<file path="src/rtl/subtree_rr_scheduler_pkg.sv">
// subtree_sched_pkg: shared state type, default sizes and rotating-priority helper
package subtree_sched_pkg;
    typedef enum logic [1:0] {IDLE, GRANT, RELEASE} state_t;
    localparam int N_REQ_DEF = 5;
    localparam int MAX_HOLD_DEF = 16;
    function automatic int next_rr(input int ptr, input logic [31:0] req, input int n = N_REQ_DEF);
        int r = ptr;
        int j;
        for (int i = n - 1; i >= 0; i--) begin
            j = (ptr + i) % n;
            if (req[j[4:0]]) r = j;
        end
        return r;
    endfunction
endpackage

</file>
<file path="src/rtl/subtree_rr_scheduler_if.sv">
// subtree_rr_scheduler_if: request/grant bundle between children and the scheduler
interface subtree_rr_scheduler_if #(
    parameter int N_REQ = subtree_sched_pkg::N_REQ_DEF,
    parameter int ID_W = $clog2(N_REQ)
);
    logic [N_REQ-1:0] req_i;
    logic [N_REQ-1:0] done_i;
    logic [N_REQ-1:0] gnt_o;
    logic gnt_valid_o;
    logic [ID_W-1:0] gnt_id_o;
    logic timeout_o;
    logic busy_o;
    modport master (output req_i, done_i, input gnt_o, gnt_valid_o, gnt_id_o, timeout_o, busy_o);
    modport slave (input req_i, done_i, output gnt_o, gnt_valid_o, gnt_id_o, timeout_o, busy_o);
endinterface

</file>
<file path="src/rtl/subtree_rr_scheduler_rr_pick.sv">
// rr_pick: combinational rotating-priority encoder, first set bit at or after ptr
module rr_pick #(
    parameter int N_REQ = subtree_sched_pkg::N_REQ_DEF,
    parameter int ID_W = $clog2(N_REQ)
) (
    input  logic [N_REQ-1:0] req,
    input  logic [ID_W-1:0]  ptr,
    output logic [ID_W-1:0]  idx,
    output logic             any
);
    import subtree_sched_pkg::*;
    always_comb begin
        idx = ID_W'(next_rr(int'(ptr), 32'(req), N_REQ));
        any = |req;
    end
endmodule

</file>
<file path="src/rtl/subtree_rr_scheduler.sv">
// subtree_rr_scheduler: round-robin owner of one shared slot with hold timeout
module subtree_rr_scheduler #(
    parameter int N_REQ = subtree_sched_pkg::N_REQ_DEF,
    parameter int MAX_HOLD = subtree_sched_pkg::MAX_HOLD_DEF,
    parameter int ID_W = $clog2(N_REQ)
) (
    input logic clk,
    input logic rst,
    subtree_rr_scheduler_if.slave bus
);
    import subtree_sched_pkg::*;
    localparam int CW = $clog2(MAX_HOLD);
    state_t state, state_d;
    logic [ID_W-1:0] owner, ptr, pick;
    logic [CW-1:0] cnt;
    logic any, rel, forced, timeout;
    rr_pick #(.N_REQ(N_REQ), .ID_W(ID_W)) u_pick (.req(bus.req_i), .ptr(ptr), .idx(pick), .any(any));
    // done beats withdrawal beats timeout, so forced only when the owner is still busy
    always_comb begin
        forced = cnt == CW'(MAX_HOLD - 1) && bus.req_i[owner] && !bus.done_i[owner];
        rel = bus.done_i[owner] || !bus.req_i[owner] || forced;
        state_d = state == IDLE ? (any ? GRANT : IDLE) : state == GRANT ? (rel ? RELEASE : GRANT) : IDLE;
    end
    always_ff @(posedge clk or posedge rst) begin
        if (rst) begin
            state <= IDLE;
            owner <= '0;
            ptr <= '0;
            cnt <= '0;
            timeout <= 1'b0;
        end else begin
            state <= state_d;
            timeout <= state == GRANT && forced;
            cnt <= state == GRANT && !rel ? cnt + 1'b1 : '0;
            if (state == IDLE && any) owner <= pick;
            if (state == RELEASE) ptr <= owner == ID_W'(N_REQ - 1) ? '0 : owner + 1'b1;
        end
    end
    assign bus.gnt_o = state == GRANT ? N_REQ'(1) << owner : '0;
    assign bus.gnt_valid_o = state == GRANT;
    assign bus.gnt_id_o = owner;
    assign bus.timeout_o = timeout;
    assign bus.busy_o = state != IDLE;
endmodule

</file>
<file path="src/flat_wrapper.sv">
// flat-port wrapper written by rule: the top's interface ports become plain ports
module subtree_rr_scheduler_flat import subtree_sched_pkg::*;
#(
    parameter int N_REQ = subtree_sched_pkg::N_REQ_DEF,
    parameter int MAX_HOLD = subtree_sched_pkg::MAX_HOLD_DEF,
    parameter int ID_W = $clog2(N_REQ)
)
  (clk, rst, bus_req_i, bus_done_i, bus_gnt_o, bus_gnt_valid_o, bus_gnt_id_o, bus_timeout_o, bus_busy_o);
  subtree_rr_scheduler_if #(.N_REQ(N_REQ), .ID_W(ID_W)) bus_i ();
  input logic clk;
  input logic rst;
  input wire logic [$bits(bus_i.req_i)-1:0] bus_req_i;
  input wire logic [$bits(bus_i.done_i)-1:0] bus_done_i;
  output wire logic [$bits(bus_i.gnt_o)-1:0] bus_gnt_o;
  output wire logic [$bits(bus_i.gnt_valid_o)-1:0] bus_gnt_valid_o;
  output wire logic [$bits(bus_i.gnt_id_o)-1:0] bus_gnt_id_o;
  output wire logic [$bits(bus_i.timeout_o)-1:0] bus_timeout_o;
  output wire logic [$bits(bus_i.busy_o)-1:0] bus_busy_o;
  assign bus_i.req_i = bus_req_i;
  assign bus_i.done_i = bus_done_i;
  assign bus_gnt_o = bus_i.gnt_o;
  assign bus_gnt_valid_o = bus_i.gnt_valid_o;
  assign bus_gnt_id_o = bus_i.gnt_id_o;
  assign bus_timeout_o = bus_i.timeout_o;
  assign bus_busy_o = bus_i.busy_o;
  subtree_rr_scheduler #(.N_REQ(N_REQ), .MAX_HOLD(MAX_HOLD), .ID_W(ID_W)) u_core (.clk(clk), .rst(rst), .bus(bus_i));
endmodule
</file>
<file path="config.mk">
export PLATFORM = sky130hd
export DESIGN_NAME = subtree_rr_scheduler_flat
export DESIGN_NICKNAME = d
export VERILOG_FILES = /design/src/rtl/subtree_rr_scheduler_pkg.sv /design/src/rtl/subtree_rr_scheduler_if.sv /design/src/rtl/subtree_rr_scheduler_rr_pick.sv /design/src/rtl/subtree_rr_scheduler.sv /design/src/flat_wrapper.sv
export SDC_FILE = /design/constraint.sdc
export NUM_CORES = 1
export LEC_CHECK = 0
export ABC_CLOCK_PERIOD_IN_PS = 4000
export CORE_MARGIN = 8
export CORE_UTILIZATION = 55
export DETAILED_ROUTE_END_ITERATION = 10
export MAX_ROUTING_LAYER = met4
export PLACE_DENSITY = 0.82
export RECOVER_POWER = 50
export SKIP_CTS_REPAIR_TIMING = 1
export SLEW_MARGIN = 5
export SYNTH_ARGS = -nofsm -noshare
export SYNTH_HDL_FRONTEND = slang
export SYNTH_SLANG_ARGS = --single-unit
export TNS_END_PERCENT = 1
</file>
<file path="constraint.sdc">
create_clock -name clk -period 4 [get_ports clk]
set_input_delay 1.2 -clock clk [delete_from_list [all_inputs] [get_ports clk]]
set_output_delay 1.2 -clock clk [all_outputs]
set_load 0.1 [all_outputs]
</file>
; ---- Yosys cells after proc, flatten, opt, wreduce, memory -nomap -nowiden
; Index checks and enable logic that the tools add are counted.
; W data, S select, Z words.
[op_classes]
n_reduce_logical = 13
n_addsub = 6
div = 5
eq_ne = 4
magnitude_cmp = 6
n_shift = 1
n_mux = 26
[op_table]
columns = op, count
row1 = $mod A32 B4 Y32 const B, 4
row2 = $mod A4 B4 Y32 const B, 1
row3 = $lt A5 B6 Y1 const B, 5
row4 = $bmux W1 S5, 5
row5 = $mux W3, 6
row6 = $add A3 B2 Y4 const B, 2
row7 = $mux W1, 8
row8 = $bmux W1 S3, 2
row9 = $mux W2, 3
row10 = $logic_and A1 B1 Y1, 5
row11 = $mux W5, 1
row12 = $reduce_or A5 Y1, 1
row13 = $shl A1 B3 Y5 const A, 1
row14 = $add A3 B1 Y4 const B, 1
row15 = $add A3 B3 Y4 const B, 1
row16 = $add A4 B1 Y4 const B, 1
row17 = $eq A4 B4 Y1 const B, 1
row18 = $lt A3 B4 Y1 const B, 1
row19 = $mux W4, 1
row20 = $add A3 B1 Y3 const B, 1
row21 = $eq A3 B3 Y1 const B, 1
row22 = $logic_not A1 Y1, 3
row23 = $eq A2 B1 Y1 const B, 1
row24 = $eq A2 B2 Y1 const B, 1
row25 = 3 further kinds, 4
[totals]
ff_bits = 13

; ---- Depth between registers and ports, before layout
[logic_depth]
depth_word = 9
depth_mapped = 17
mapped_depth_nobuf = 16

; ---- Cells and area by module
; A second synthesis with hierarchy kept.
[hier_totals]
cells_unflattened = 341
hier_area_um2 = 2690.1
[by_module_without_submodules]
columns = mod, area_each_um2, cells_per_inst, n_inst, seq_area_each_um2
row1 = rr_pick, 1993.2, 272, 1, 0.0
row2 = subtree_rr_scheduler, 696.9, 69, 1, 325.3

; ---- Worst setup path after synthesis
; OpenSTA, ideal clock, no wires.
[synth_path]
path_type = flip-flop to output port
start = reg u_core.owner[0] (netlist: u_core.bus.gnt_id_o[0])
end = out bus_gnt_o[4]
n_path_buf = 0
arrival_ns = 2.535
path_stages_with_launch = 5
required_time_ns = 2.800
slack_ns = 0.265
cell_sequence = dfrtp_1 > inv_1 > ha_1 > nand2_1 > nor2_1
[synth_via]
elab_chain_len = 2
[synth_lines]
columns = element, line
row1 = start: declaration, subtree_rr_scheduler.sv:14  ; logic [ID_W-1:0] owner, ptr, pick;
row2 = start signal: assignment, subtree_rr_scheduler.sv:35  ; if (state == IDLE && any) owner <= pick;
row3 = $shl A1 B3 Y5, subtree_rr_scheduler.sv:39  ; assign bus.gnt_o = state == GRANT ? N_REQ'(1) << owner : '0;
row4 = $mux W5, subtree_rr_scheduler.sv:39
row5 = end: declaration, flat_wrapper.sv:14  ; output wire logic [$bits(bus_i.gnt_o)-1:0] bus_gnt_o;
; Every way passes these cells.

; ---- Final worst setup path
[layout_path]
start = reg u_core.ptr[0]
end = reg u_core.owner[0] (netlist: u_core.bus.gnt_id_o[0])
[layout_via]
elab_chain_len = 9
word_cells_on_any_way = 24
[layout_lines]
columns = element, line
row1 = start: declaration, subtree_rr_scheduler.sv:14
row2 = start signal: assignment, subtree_rr_scheduler.sv:36  ; if (state == RELEASE) ptr <= owner == ID_W'(N_REQ - 1) ? '0 : owner + 1'b1;
row3 = $add A3 B3 Y4, subtree_rr_scheduler_pkg.sv:10  ; j = (ptr + i) % n;
row4 = $mod A32 B4 Y32, subtree_rr_scheduler_pkg.sv:10
row5 = $bmux W1 S5, subtree_rr_scheduler_pkg.sv:11  ; if (req[j[4:0]]) r = j;
row6 = $mux W1 (not written as such), subtree_rr_scheduler_pkg.sv:11
row7 = $mux W3 (4 in series), subtree_rr_scheduler_pkg.sv:11
row8 = $mux W3 *, subtree_rr_scheduler_pkg.sv:11
; Mark *: on every way between the ends. The rest lies on a longest branch, timed or not. The select of a mux whose other input is x is not followed.
; A chain may end at the register's enable or synchronous reset.

==> metrics.yaml <==
worst_setup_path:
  crit_type: "reg2reg"
  reg2reg_slack_ps: 200
  r2r.worst_path.cells: 16
  critPathLaunch: "u_core.ptr[0]$_DFFE_PP0N_"
  slowest_stage: "or4b_1"
  critical_path_peak_fanout: 7
  cp_cell_sequence: "buf_4 > ha_1 > xor2_2 > inv_2 > ha_1 > inv_1 > ha_1 > nand2b_1 > o41ai_1 > o211ai_1 > o221ai_2 > mux2i_1 > a32oi_1 > or4b_1 > o311ai_1 > a31oi_1"
  required_ps: 4120
  max_stage_delay_ps: 490
  end_kind: "register"
  critPathCapture: "u_core.bus.gnt_id_o[0]$_DFFE_PP0P_"
  timing.rr.end: "u_core.bus.gnt_id_o[0]$_DFFE_PP0P_"
  cpMostUsedCell: "ha_1"
  arrival_ps: 3920
  timing.rr.start: "u_core.ptr[0]$_DFFE_PP0N_"
  start_kind: "register"
sta:
  fin_setup_tns_ps: 0
  max_slew_margin: 0.2280
  layout_worst_path_cycle_share: 0.9506
  setup_violations: 0
  rsz0062_at_grt: "no"
  clock-skew-final_ps: 7.169
  finalHoldViolations: 0
  period_needed_ps: 3803
  max_freq_ghz: 0.2630
  tightestPinTransition_ps: 1163
  maxSlewViolCount: 0
outcome:
  status: "finished clean"
route:
  drt_first_pass_iters: 5
  postRouteWirelength_mm: 8.114
  via_per_inst: 6.599
  drc_errors: 0
  wl_per_cell_um: 17.60
  detail-route-antenna-nets: 0
  vias: 3042
  drt-initial-drc-count: 350
floorplanning:
  die_area_um2: 7803
  ioPinCount: 23
  dieWidth_um: 88.34
  die_h_um: 88.34
  rows: 26
  initial_utilization: 0.5671
  coreArea_um2: 5075
synth:
  ys_seq_area_frac: 0.1130
  ys_dominant_reg_cell: "dfrtp_1"
  async_reset_ff_frac: 1.000
  synth.cell_area_um2: 2878
  syn_avg_cell_area_um2: 7.820
  ys_types: 86
  syn-num-nets: 407
  synth_edf_count: 0
  syn_inst: 368
  synth-seq-cells: 13
  ys_warn_count: 0
global_route:
  grt_pass1_wl_mm: 13.40
  grt_util_all_layers: 0.2168
  grt_max_degree: 28
  grt_overflow: 0
  grt_pass1_vias: 2806
  antenna_found_initial: 0
clocking:
  htree_num_levels: 1
  path_clk_slew_ps: 60
  cts_tree: "done"
  insertion_delay_ps: 250
  root_buffer: "clkbuf_8"
  clock-sinks: 13
  clk_path_buf_depth: 2
  numCtsBuffers: 3
place:
  dpl.cell_count: 457
  dp_hpwl_mm: 6.125
  portBuffers: 22
  globalplace.congestion: 1.002
hold_path:
  hp-class: "reg2reg"
layout:
  fin_cells: 461
  drive_gt1_frac: 0.1560
  postLayoutCoreUtil: 0.6349
  finalNetCount: 431
  multi_input_area_um2: 2350
  filler_cell_count: 438
  seqCellArea_um2: 325.3
  n_antenna_cell: 0
  area_growth_syn_to_layout_pct: 11.96
job:
  max_cap_viol_count: 0
critical path, delay by kind of cell (launching register included):
family,cells,cell delay [ps]
AND/OR/NAND/NOR,2,720
adder cells (fa/ha/maj),3,780
AO/OA/AOI/OAI,6,920
multiplexers,1,290
buffers and inverters,3,350
flip-flops,1,420
XOR/XNOR,1,190
registers in the layout, summed over array words and instances, names as in the netlist:
register and flops:
u_core.ptr 3, u_core.cnt 4, u_core.state 2, u_core.bus.gnt_id_o 3, u_core.bus.timeout_o 1
per-layer routing:
layer / share of wire / global-route usage / up-vias
li1: - / - / 1421
met1: 0.45 / 0.2893 / 1456
met2: 0.47 / 0.3408 / 153
met3: 0.071 / 0.02043 / 12
met4: 0.013 / 0.05530 / 0
met5: 0 / - / -
through the flow:
stage / setup WS [ps] / hold WS [ps] / instance area [um^2]
after global placement: 76.97 / 454.0 / 3182
after floorplan: 265.0 / 433.1 / 2878
after CTS: 284.1 / 468.1 / 3227
final: 197.4 / 485.5 / 3222
after global routing: 18.91 / 500.2 / 3222
after detailed placement: 72.56 / 463.9 / 3182
cell type report:
type                       instances  area share
timing repair buffer              40      0.1010
inverter                          23     0.02757
tap                               70     0.02718
clock buffer                       4     0.01398
sequential                        13      0.1010
multi-input combinational        311      0.7293
cells in the final DEF (no fill, tap or decap), drive strengths merged, types with 7 or more instances in the layout:
cell            n
a21o            8
a21oi          14
and3            8
buf            25
clkdlybuf4s50  12
dfrtp          13
ha             27
inv            22
mux2i          12
nand2          39
nand2b          9
nand3          12
nor2           29
nor2b           7
o21ai          23
xnor2           7
how the worst min path moves through the flow:
stage / start / end / cells after the start
2_1_floorplan: u_core.cnt[0]$_DFF_PP0_ / u_core.cnt[0]$_DFF_PP0_ / 1
3_3_place_gp: u_core.cnt[0]$_DFF_PP0_ / u_core.cnt[0]$_DFF_PP0_ / 1
3_5_place_dp: u_core.cnt[0]$_DFF_PP0_ / u_core.cnt[0]$_DFF_PP0_ / 1
4_1_cts: u_core.cnt[0]$_DFF_PP0_ / u_core.cnt[0]$_DFF_PP0_ / 1
5_1_grt: u_core.cnt[0]$_DFF_PP0_ / u_core.cnt[0]$_DFF_PP0_ / 1
6_report: u_core.cnt[0]$_DFF_PP0_ / u_core.cnt[0]$_DFF_PP0_ / 1
cells in the mapped netlist, types with 7 or more instances:
cell type,count,share of area
nand2_1,39,0.051
nor2b_1,7,0.015
nand3_1,11,0.019
and3_1,8,0.017
inv_1,19,0.025
a21oi_1,12,0.021
nor2_1,29,0.038
xnor2_1,7,0.021
o21ai_0,14,0.024
a21o_1,7,0.018
o21ai_1,8,0.014
mux2i_1,11,0.038
dfrtp_1,13,0.11
clkbuf_1,8,0.010
nand2b_1,9,0.020
ha_1,27,0.12
kinds of logic (layout without fill, tap and decap cells):
group,after synthesis,count (layout),synth area share
XOR/XNOR,9,9,0.03000
multiplexers,24,24,0.1204
adder cells (fa/ha/maj),27,27,0.1174
buffers and inverters,44,67,0.07131
AND/OR/NAND/NOR,140,140,0.2535
AO/OA/AOI/OAI,111,111,0.2944
flip-flops,13,13,0.1130
Power is left out: the tool's default activity adds up to more than one toggle a clock period on the data nets, which glitch-free logic cannot reach.
